## src/rtl/spi_slave.sv

```systemverilog
// spi_slave: SPI responder sampled in the system clock domain, all CPOL/CPHA modes, MSB/LSB first.
// Optional overrun flag is built when SPI_SLAVE_OVERRUN_EN is defined.
module spi_slave #(
    parameter int DATA_WIDTH  = 8,
    parameter int SYNC_STAGES = 2
) (
    input  logic                  i_sys_clk,
    input  logic                  i_sys_rst,
    input  logic                  i_sck,
    input  logic                  i_ss,
    input  logic                  i_mosi,
    output logic                  o_miso,
    output logic                  o_miso_oe,
    input  logic [2:0]            i_data_config,
    input  logic [DATA_WIDTH-1:0] i_tx_data,
    input  logic                  i_tx_load,
    output logic                  o_tx_ready,
    output logic [DATA_WIDTH-1:0] o_rx_data,
    output logic                  o_rx_valid,
    output logic                  o_interrupt,
    input  logic                  i_int_clr,
    output logic                  o_overrun
);

    localparam int CW = (DATA_WIDTH > 1) ? $clog2(DATA_WIDTH) : 1;

    typedef enum logic {
        ST_IDLE,
        ST_ACTIVE
    } state_t;

    state_t r_state;

    logic [SYNC_STAGES-1:0] r_sck_sync;
    logic [SYNC_STAGES-1:0] r_ss_sync;
    logic [SYNC_STAGES-1:0] r_mosi_sync;

    logic r_sck_d;
    logic r_ss_d;
    logic r_sck_rise;
    logic r_sck_fall;
    logic r_ss_fall;
    logic r_ss_rise;
    logic r_mosi_q;

    logic r_cpha;
    logic r_cpol;
    logic r_lsb;

    logic [CW-1:0]         r_cnt;
    logic [DATA_WIDTH-1:0] r_rx_shift;
    logic [DATA_WIDTH-1:0] r_tx_shift;
    logic [DATA_WIDTH-1:0] r_hold;
    logic [DATA_WIDTH-1:0] r_rx_data;
    logic                  r_tx_ready;
    logic                  r_rx_valid;
    logic                  r_interrupt;
    logic                  r_miso;
    logic                  r_miso_oe;

    logic                  w_sck;
    logic                  w_ss;
    logic                  w_mosi;
    logic                  w_lead;
    logic                  w_trail;
    logic                  w_sample;
    logic                  w_shift;
    logic                  w_last;
    logic                  w_consume;
    logic                  w_load_acc;
    logic                  w_first_cfg;
    logic                  w_first_cur;
    logic                  w_next_bit;
    logic [DATA_WIDTH-1:0] w_rx_next;
    logic [DATA_WIDTH-1:0] w_tx_shifted;

    assign w_sck  = r_sck_sync[SYNC_STAGES-1];
    assign w_ss   = r_ss_sync[SYNC_STAGES-1];
    assign w_mosi = r_mosi_sync[SYNC_STAGES-1];

    // Sync flops reset low so SS held low through reset never looks like a fresh fall.
    always_ff @(posedge i_sys_clk) begin
        if (!i_sys_rst) begin
            r_sck_sync  <= '0;
            r_ss_sync   <= '0;
            r_mosi_sync <= '0;
            r_sck_d     <= 1'b0;
            r_ss_d      <= 1'b0;
            r_sck_rise  <= 1'b0;
            r_sck_fall  <= 1'b0;
            r_ss_fall   <= 1'b0;
            r_ss_rise   <= 1'b0;
            r_mosi_q    <= 1'b0;
        end else begin
            r_sck_sync  <= {r_sck_sync[SYNC_STAGES-2:0], i_sck};
            r_ss_sync   <= {r_ss_sync[SYNC_STAGES-2:0], i_ss};
            r_mosi_sync <= {r_mosi_sync[SYNC_STAGES-2:0], i_mosi};
            r_sck_d     <= w_sck;
            r_ss_d      <= w_ss;
            r_sck_rise  <= w_sck & ~r_sck_d;
            r_sck_fall  <= ~w_sck & r_sck_d;
            r_ss_fall   <= ~w_ss & r_ss_d;
            r_ss_rise   <= w_ss & ~r_ss_d;
            r_mosi_q    <= w_mosi;
        end
    end

    assign w_lead   = r_cpol ? r_sck_fall : r_sck_rise;
    assign w_trail  = r_cpol ? r_sck_rise : r_sck_fall;
    assign w_sample = r_cpha ? w_trail : w_lead;
    assign w_shift  = r_cpha ? w_lead : w_trail;
    assign w_last   = (r_cnt == CW'(DATA_WIDTH - 1));

    assign w_rx_next = r_lsb ? {r_mosi_q, r_rx_shift[DATA_WIDTH-1:1]}
                             : {r_rx_shift[DATA_WIDTH-2:0], r_mosi_q};

    assign w_tx_shifted = r_lsb ? {1'b0, r_tx_shift[DATA_WIDTH-1:1]}
                                : {r_tx_shift[DATA_WIDTH-2:0], 1'b0};

    assign w_next_bit  = r_lsb ? r_tx_shift[1] : r_tx_shift[DATA_WIDTH-2];
    assign w_first_cfg = i_data_config[2] ? r_hold[0] : r_hold[DATA_WIDTH-1];
    assign w_first_cur = r_lsb ? r_hold[0] : r_hold[DATA_WIDTH-1];

    // A shift edge with the counter at zero starts a new word (reload instead of shift).
    assign w_consume =
        ((r_state == ST_IDLE) && r_ss_fall && !i_data_config[0]) ||
        ((r_state == ST_ACTIVE) && !r_ss_rise && w_shift && (r_cnt == '0));

    assign w_load_acc = i_tx_load & r_tx_ready;

`ifdef SPI_SLAVE_OVERRUN_EN
    logic r_overrun;
    assign o_overrun = r_overrun;
`else
    assign o_overrun = 1'b0;
`endif

    always_ff @(posedge i_sys_clk) begin
        if (!i_sys_rst) begin
            r_state     <= ST_IDLE;
            r_cpha      <= 1'b0;
            r_cpol      <= 1'b0;
            r_lsb       <= 1'b0;
            r_cnt       <= '0;
            r_rx_shift  <= '0;
            r_tx_shift  <= '0;
            r_hold      <= '0;
            r_rx_data   <= '0;
            r_tx_ready  <= 1'b1;
            r_rx_valid  <= 1'b0;
            r_interrupt <= 1'b0;
            r_miso      <= 1'b0;
            r_miso_oe   <= 1'b0;
`ifdef SPI_SLAVE_OVERRUN_EN
            r_overrun   <= 1'b0;
`endif
        end else begin
            r_rx_valid <= 1'b0;
            if (i_int_clr) begin
                r_interrupt <= 1'b0;
`ifdef SPI_SLAVE_OVERRUN_EN
                r_overrun   <= 1'b0;
`endif
            end
            unique case (r_state)
                ST_IDLE: begin
                    if (r_ss_fall) begin
                        r_state    <= ST_ACTIVE;
                        r_miso_oe  <= 1'b1;
                        r_cpha     <= i_data_config[0];
                        r_cpol     <= i_data_config[1];
                        r_lsb      <= i_data_config[2];
                        r_cnt      <= '0;
                        r_rx_shift <= '0;
                        if (!i_data_config[0]) begin
                            r_tx_shift <= r_hold;
                            r_miso     <= w_first_cfg;
                        end
                    end
                end
                ST_ACTIVE: begin
                    if (r_ss_rise) begin
                        r_state    <= ST_IDLE;
                        r_miso_oe  <= 1'b0;
                        r_miso     <= 1'b0;
                        r_cnt      <= '0;
                        r_rx_shift <= '0;
                    end else begin
                        if (w_sample) begin
                            r_rx_shift <= w_rx_next;
                            if (w_last) begin
                                r_cnt       <= '0;
                                r_rx_data   <= w_rx_next;
                                r_rx_valid  <= 1'b1;
                                r_interrupt <= 1'b1;
`ifdef SPI_SLAVE_OVERRUN_EN
                                if (r_interrupt) begin
                                    r_overrun <= 1'b1;
                                end
`endif
                            end else begin
                                r_cnt <= r_cnt + CW'(1);
                            end
                        end
                        if (w_shift) begin
                            if (r_cnt == '0) begin
                                r_tx_shift <= r_hold;
                                r_miso     <= w_first_cur;
                            end else begin
                                r_tx_shift <= w_tx_shifted;
                                r_miso     <= w_next_bit;
                            end
                        end
                    end
                end
                default: r_state <= ST_IDLE;
            endcase
            // An accepted load leaves fresh data pending even if the old word is consumed now.
            if (w_load_acc) begin
                r_hold     <= i_tx_data;
                r_tx_ready <= 1'b0;
            end else if (w_consume) begin
                r_tx_ready <= 1'b1;
            end
        end
    end

    assign o_miso      = r_miso;
    assign o_miso_oe   = r_miso_oe;
    assign o_tx_ready  = r_tx_ready;
    assign o_rx_data   = r_rx_data;
    assign o_rx_valid  = r_rx_valid;
    assign o_interrupt = r_interrupt;

endmodule

```

## config.mk

```make
export PLATFORM = sky130hd
export DESIGN_NAME = spi_slave
export DESIGN_NICKNAME = d
export VERILOG_FILES = /design/src/rtl/spi_slave.sv
export SDC_FILE = /design/constraint.sdc
export NUM_CORES = 1
export LEC_CHECK = 0
export CORE_UTILIZATION = 30
export CTS_CLUSTER_DIAMETER = 120
export CTS_CLUSTER_SIZE = 30
export DETAILED_ROUTE_END_ITERATION = 7
export MAX_ROUTING_LAYER = met4
export SLEW_MARGIN = 5
export SYNTH_ARGS = -nofsm -noshare
export SYNTH_HDL_FRONTEND = slang
export SYNTH_SLANG_ARGS = --single-unit
```

## constraint.sdc

```tcl
create_clock -name i_sys_clk -period 2 [get_ports i_sys_clk]
set_input_delay 0.2 -clock i_sys_clk [delete_from_list [all_inputs] [get_ports i_sys_clk]]
set_output_delay 0.2 -clock i_sys_clk [all_outputs]
set_load 0.005 [all_outputs]
```

==> flow_metrics.py, run 1 <==
metrics = {
    "synthesis": {
        "netlist-cell-type-count": 38,
        "avgSynthCellArea_sq_um": 9.602,
        "synthCells": 270,
        "yosysTopAreaCellShare": 0.4402,
        "ys_seq_elements": 57,
        "ys_seq_area_frac": 0.4402,
        "synth_warnings": 0,
        "synth_common_cells": "57 x dfxtp_1, 41 x nand2_1, 25 x mux2i_1, 18 x and2_1, 16 x clkbuf_1",
        "synth_area_leaders": "dfxtp_1 44%, mux2i_1 9.7%, nand2_1 5.9%",
        "synth-edff-count": 0,
        "async_flop_share": 0,
        "syn_nets": 291,
        "synthFlopType": "dfxtp_1",
        "synth.largest_area_cell": "dfxtp_1",
        "syn_area_sq_mm": 0.002592,
        "yosysMostFrequentCell": "dfxtp_1",
    },
    "timing": {
        "drv_slew": 0,
        "tightest_slew_ns": 0.5740,
        "maxClockFrequency_mhz": 552.7,
        "finalHoldViolations": 0,
        "rsz0062_at_grt": "no",
        "tns_ns": 0,
        "period_needed_ns": 1.809,
        "clock_skew_ns": 0.007749,
        "setup_violations": 0,
        "post-route-period-util": 0.9046,
        "max_slew_margin": 0.6173,
        "fin_ws_ns": 0.1908,
    },
    "power_and_ir_drop": {
        "p_switching_w": 0.0005613,
        "comb_power_share": 0.052,
        "pwr-share-seq": 0.464,
        "p_leak_nw": 1.329,
        "switching_share": 0.2218,
        "intPower_w": 0.001969,
        "ir_drop_v": 0.0003639,
        "p_per_area_mw_per_mm2": 782.1,
        "clock_power_share": 0.484,
    },
    "critical_path": {
        "cp-start-kind": "flip-flop",
        "arrival_ns": 2.03,
        "worstRegToRegCells": 4,
        "critPathCaptureType": "flip-flop",
        "cpPeakStageDelay_ns": 0.41,
        "cp_data_required_time_ns": 2.22,
        "cpMostUsedCell": "mux2_4",
        "ff2ff_setup_slack_ns": 0.19,
        "critPathLaunch": "r_cpol",
        "path_max_fanout": 10,
        "reg2reg_to": "r_rx_shift[1]",
        "critical_path_class": "reg -> reg",
        "cp_cell_sequence": "xnor2_2 > mux2_4 > o22a_1 > mux2_4",
        "endpoint": "r_rx_shift[1]",
        "critPathSlowestCell": "o22a_1",
        "r2r-start": "r_cpol",
    },
    "floorplan": {
        "io_pins": 32,
        "rows": 33,
        "core_sq_mm": 0.008299,
        "die_x_um": 94.96,
        "die_area_sq_mm": 0.009017,
        "fp.dieH_um": 94.96,
        "start_util": 0.3124,
    },
    "cells_and_area": {
        "nNetsFinal": 322,
        "area_delta_synth_final_pct": 24.81,
        "n_antenna_cell": 0,
        "drive_above_1_share": 0.1340,
        "n_fill_cell": 848,
    },
    "clocking": {
        "clkSlewWorstSetupHoldPaths_ns": 0.07,
        "cts_resized": 0,
        "clock_latency_ns": 0.34,
        "hold_buffers": 0,
        "cts_tree": "built",
        "cts_made_buffers": 9,
        "clockBufferDepth": 2,
        "htreeDepth": 3,
        "root_buffer": "clkbuf_8",
        "cts_num_sinks": 57,
        "postCtsSetupRepairBufs": 0,
    },
    "hold_path": {
        "hold_class": "in -> reg",
        "min_path_cells": 3,
    },
    "global_routing": {
        "first_global_vias": 1939,
        "gr-total-overflow": 0,
        "grt_pass1_wl_mm": 9.342,
        "antenna_found_initial": 0,
        "grt_usage": 0.1400,
        "grt_max_degree": 34,
    },
    "drt": {
        "drc": 0,
        "firstDrtPassIters": 4,
        "viasPerCell": 4.815,
        "drt_iter0_drc": 42,
        "wl_per_cell_um": 13.41,
        "antenna_left": 0,
        "routed_wl_mm": 5.511,
        "vias": 1979,
    },
    "outcome": {
        "status": "finished clean",
    },
    "placement": {
        "place.gp.congestion": 0.7707,
        "port_buffers": 30,
        "hpwl_mm": 3.698,
        "place_ws_ns": 0.1955,
    },
    "flow_run": {
        "maxCapViolations": 0,
    },
}
layout by cell type (no fill, tap or decap), drive strengths merged, types with 2 or more instances in the layout:
master,count
clkbuf,10
clkdlybuf4s50,29
nand2b,4
a21oi,2
o21ai,2
mux2,10
a21o,7
and2,18
a21boi,10
nand4,6
bufinv,2
o211a,5
nand3b,2
buf,12
o2111ai,6
dfxtp,57
o311a,2
a221o,2
nand3,14
clkinv,2
nor2b,13
mux2i,25
ha,3
and3b,2
inv,5
nand2,41
nor2,3
worst max-delay path: cells and delay by family, from the launching register on:
| family | cells | cell delay, ns |
|---|---|---|
| AO/OA/AOI/OAI | 1 | 0.41 |
| XOR/XNOR | 1 | 0.20 |
| multiplexers | 2 | 0.75 |
| flip-flops | 1 | 0.33 |
registers in the layout (all words and copies together) (netlist names), 2 cells and up:
register     count
r_cnt            3
r_hold           8
r_sck_sync       2
r_tx_shift       8
r_rx_shift       8
r_mosi_sync      2
o_rx_data        8
r_ss_sync        2
metrics by stage:
step / instance area [sq um] / cells / hold WS (ns) / total power (W) / util
after global routing: 3236 / 411 / 0.2562 / 0.002641 / 0.3899
after detailed placement: 3008 / 395 / 0.3985 / 0.001333 / 0.3624
after global placement: 3008 / 395 / 0.3897 / 0.001332 / 0.3624
after CTS: 3236 / 411 / 0.2383 / 0.002565 / 0.3899
final: 3236 / 411 / 0.2505 / 0.002530 / 0.3899
after floorplan: 2592 / 270 / 0.3273 / 0.001272 / -
worst min path at each step:
stage              start             end  slack (ns)
6_report       i_sys_rst        r_cnt[1]        0.25
5_1_grt        i_sys_rst          r_cpha        0.26
4_1_cts        i_sys_rst        r_cnt[1]        0.24
3_5_place_dp     r_sck_d      r_sck_rise        0.40
3_3_place_gp     r_sck_d      r_sck_rise        0.39
2_1_floorplan     i_mosi  r_mosi_sync[0]        0.33
final cells by class:
cell class,instances,area (sq um),area share
clock buffers,10,137.6,0.04254
clock inverters,6,90.09,0.02784
inverters,4,15.01,0.004640
multi-input cells,188,1343,0.4149
flip-flops and latches,57,1141,0.3527
well taps,105,131.4,0.04060
repair buffers,41,377.9,0.1168
power by group through the flow:
stage / registers (W) / logic [W] / clock network, W
4_1_cts: 0.00117 / 0.000134 / 0.00126
5_1_grt: 0.00118 / 0.000147 / 0.00132
2_1_floorplan: 0.00119 / 0.0000777 / 0
3_5_place_dp: 0.00120 / 0.000134 / 0
6_report: 0.00117 / 0.000132 / 0.00122
3_3_place_gp: 0.00120 / 0.000133 / 0
logic make-up after synthesis:
kind of cell / synth area share
AO/OA/AOI/OAI: 0.1279
multiplexers: 0.1559
adder cells (fa/ha/maj): 0.01448
XOR/XNOR: 0.006276
AND/OR/NAND/NOR: 0.2119
flip-flops: 0.4402
buffers and inverters: 0.04199
other: 0.001446
metal layers:
metal / GRT usage / up-vias / part of all wire
met4: 0.04798 / 0 / 0.016
li1: - / 1003 / -
met5: - / - / 0
met2: 0.2134 / 34 / 0.46
met1: 0.1709 / 930 / 0.48
met3: 0.04911 / 12 / 0.039
Note: power is estimated with default switching activity, not from simulation.
==> run 2: changes to the inputs <==
--- a/config.mk
+++ b/config.mk
@@ -5,7 +5,9 @@
 export SDC_FILE = /design/constraint.sdc
 export NUM_CORES = 1
 export LEC_CHECK = 0
+export CORE_MARGIN = 2
 export CORE_UTILIZATION = 30
+export CTS_BUF_LIST = sky130_fd_sc_hd__clkbuf_4 sky130_fd_sc_hd__clkbuf_8
 export CTS_CLUSTER_DIAMETER = 120
 export CTS_CLUSTER_SIZE = 30
 export DETAILED_ROUTE_END_ITERATION = 7
==> run 2 against run 1 <==
Effect of this change: final area shrank 0.62%; cell count grew 0.24%; non-clock buffer count grew 1; utilization shrank 0.24 points.
==> flow_metrics.py, run 2 (synthesis results as in run 1) <==
metrics = {
    "hold_path": {
        "hold_class": "in -> reg",
    },
    "timing": {
        "max_slew_margin": 0.6450,
        "tightest_slew_ns": 0.5325,
        "finalHoldViolations": 0,
        "maxClockFrequency_mhz": 563.8,
        "tns_ns": 0,
        "setup_violations": 0,
        "post-route-period-util": 0.8868,
        "period_needed_ns": 1.774,
        "clock_skew_ns": 0.008337,
        "rsz0062_at_grt": "no",
        "drv_slew": 0,
    },
    "clocking": {
        "cts_made_buffers": 9,
        "root_buffer": "clkbuf_8",
        "hold_buffers": 0,
        "clkSlewWorstSetupHoldPaths_ns": 0.06,
        "postCtsSetupRepairBufs": 0,
        "htreeDepth": 3,
        "cts_num_sinks": 57,
        "clock_latency_ns": 0.33,
        "cts_resized": 0,
        "cts_tree": "built",
        "clockBufferDepth": 2,
    },
    "critical_path": {
        "cp-start-kind": "flip-flop",
        "cpPeakStageDelay_ns": 0.40,
        "cpMostUsedCell": "mux2_4",
        "path_max_fanout": 9,
        "critPathCaptureType": "flip-flop",
        "cp_cell_sequence": "xnor2_2 > mux2_4 > o22a_1 > mux2_4",
        "critPathSlowestCell": "o22a_1",
        "critical_path_class": "reg -> reg",
        "cp_data_required_time_ns": 2.21,
        "arrival_ns": 1.99,
    },
    "global_routing": {
        "first_global_vias": 2017,
        "grt_max_degree": 24,
        "grt_usage": 0.1280,
        "gr-total-overflow": 0,
        "grt_pass1_wl_mm": 9.673,
        "antenna_found_initial": 0,
    },
    "floorplan": {
        "rows": 33,
        "fp.dieH_um": 96.96,
        "io_pins": 32,
        "die_area_sq_mm": 0.009401,
        "core_sq_mm": 0.008299,
        "die_x_um": 96.96,
        "start_util": 0.3124,
    },
    "drt": {
        "wl_per_cell_um": 13.18,
        "vias": 1998,
        "antenna_left": 0,
        "drt_iter0_drc": 42,
        "firstDrtPassIters": 4,
        "drc": 0,
        "viasPerCell": 4.850,
        "routed_wl_mm": 5.431,
    },
    "power_and_ir_drop": {
        "p_leak_nw": 1.319,
        "p_per_area_mw_per_mm2": 737.8,
        "ir_drop_v": 0.0003165,
        "power_w": 0.002372,
    },
    "outcome": {
        "status": "finished clean",
    },
    "cells_and_area": {
        "final_common_cell": "dfxtp_1",
        "nNetsFinal": 323,
        "area_delta_synth_final_pct": 24.03,
        "n_antenna_cell": 0,
        "final_util": 0.3875,
        "n_fill_cell": 820,
        "finalNonFillerCells": 412,
        "drive_above_1_share": 0.1368,
        "multi_input_area_sq_mm": 0.001343,
        "finalInstanceArea_sq_mm": 0.003216,
        "regArea_sq_mm": 0.001141,
        "mostFrequentLayoutCells": "57 x dfxtp_1, 41 x nand2_1, 29 x clkdlybuf4s50_1, 25 x mux2i_1, 18 x and2_1",
    },
    "placement": {
        "place_area_sq_mm": 0.003015,
        "place.gp.congestion": 0.7821,
        "port_buffers": 30,
        "hpwl_mm": 3.772,
        "dp_cells": 396,
    },
    "flow_run": {
        "maxCapViolations": 0,
    },
}
==> run 2: cell types whose count changed in the layout (fill, tap and decap cells not counted) <==
cell / delta
buf_4: +1
bufinv_16: -1
clkbuf_4: +1
clkinv_2: +1
clkinv_4: -1
clkinvlp_4: +1
inv_6: -1
==> run 2: report_power, final <==
part           switching (W)  internal [W]  leakage [nW]
clock network       0.000446      0.000618        0.0987
registers          0.0000148       0.00116         0.463
logic              0.0000615     0.0000731         0.758
total               0.000523       0.00185          1.32
==> run 2: area by class of cell <==
type,instances,share of cell area
clock buffer,11,0.04514
sequential,57,0.3549
inverter,4,0.004669
multi-input combinational,188,0.4175
clock inverter,5,0.01712
timing repair buffer,42,0.1198
tap,105,0.04086
==> run 2: layer usage <==
metal / vias up / GRT usage / wire [um]
met2: 39 / 0.1902 / 2483
met3: 6 / 0.04697 / 243
met1: 948 / 0.1625 / 2656
met5: - / - / 0
li1: 1005 / - / -
met4: 0 / 0.04009 / 47
==> run 2: metrics by stage <==
stage	hold slack (ns)	setup slack, ns
2_1_floorplan	0.3273	0.2833
3_3_place_gp	0.3909	0.2646
3_5_place_dp	0.3976	0.2321
4_1_cts	0.2638	0.2210
5_1_grt	0.2748	0.1300
6_report	0.2760	0.2264
==> run 2: path summary, 6_finish.rpt <==
| check | start | to | slack [ns] | cells after the start |
|---|---|---|---|---|
| max | r_cpol | r_rx_shift[3] | 0.23 | 4 |
| min | i_sys_rst | r_mosi_sync[0] | 0.28 | 2 |
| max reg2reg | r_cpol | r_rx_shift[3] | 0.23 | 4 |
| min reg2reg | r_ss_d | r_ss_rise | 0.40 | 1 |
==> run 2: worst max-delay path: cells and delay by family, from the launching register on <==
| family | cells | cell delay [ns] |
|---|---|---|
| compound gates | 1 | 0.40 |
| xor+xnor | 1 | 0.19 |
| flops | 1 | 0.33 |
| mux | 2 | 0.74 |
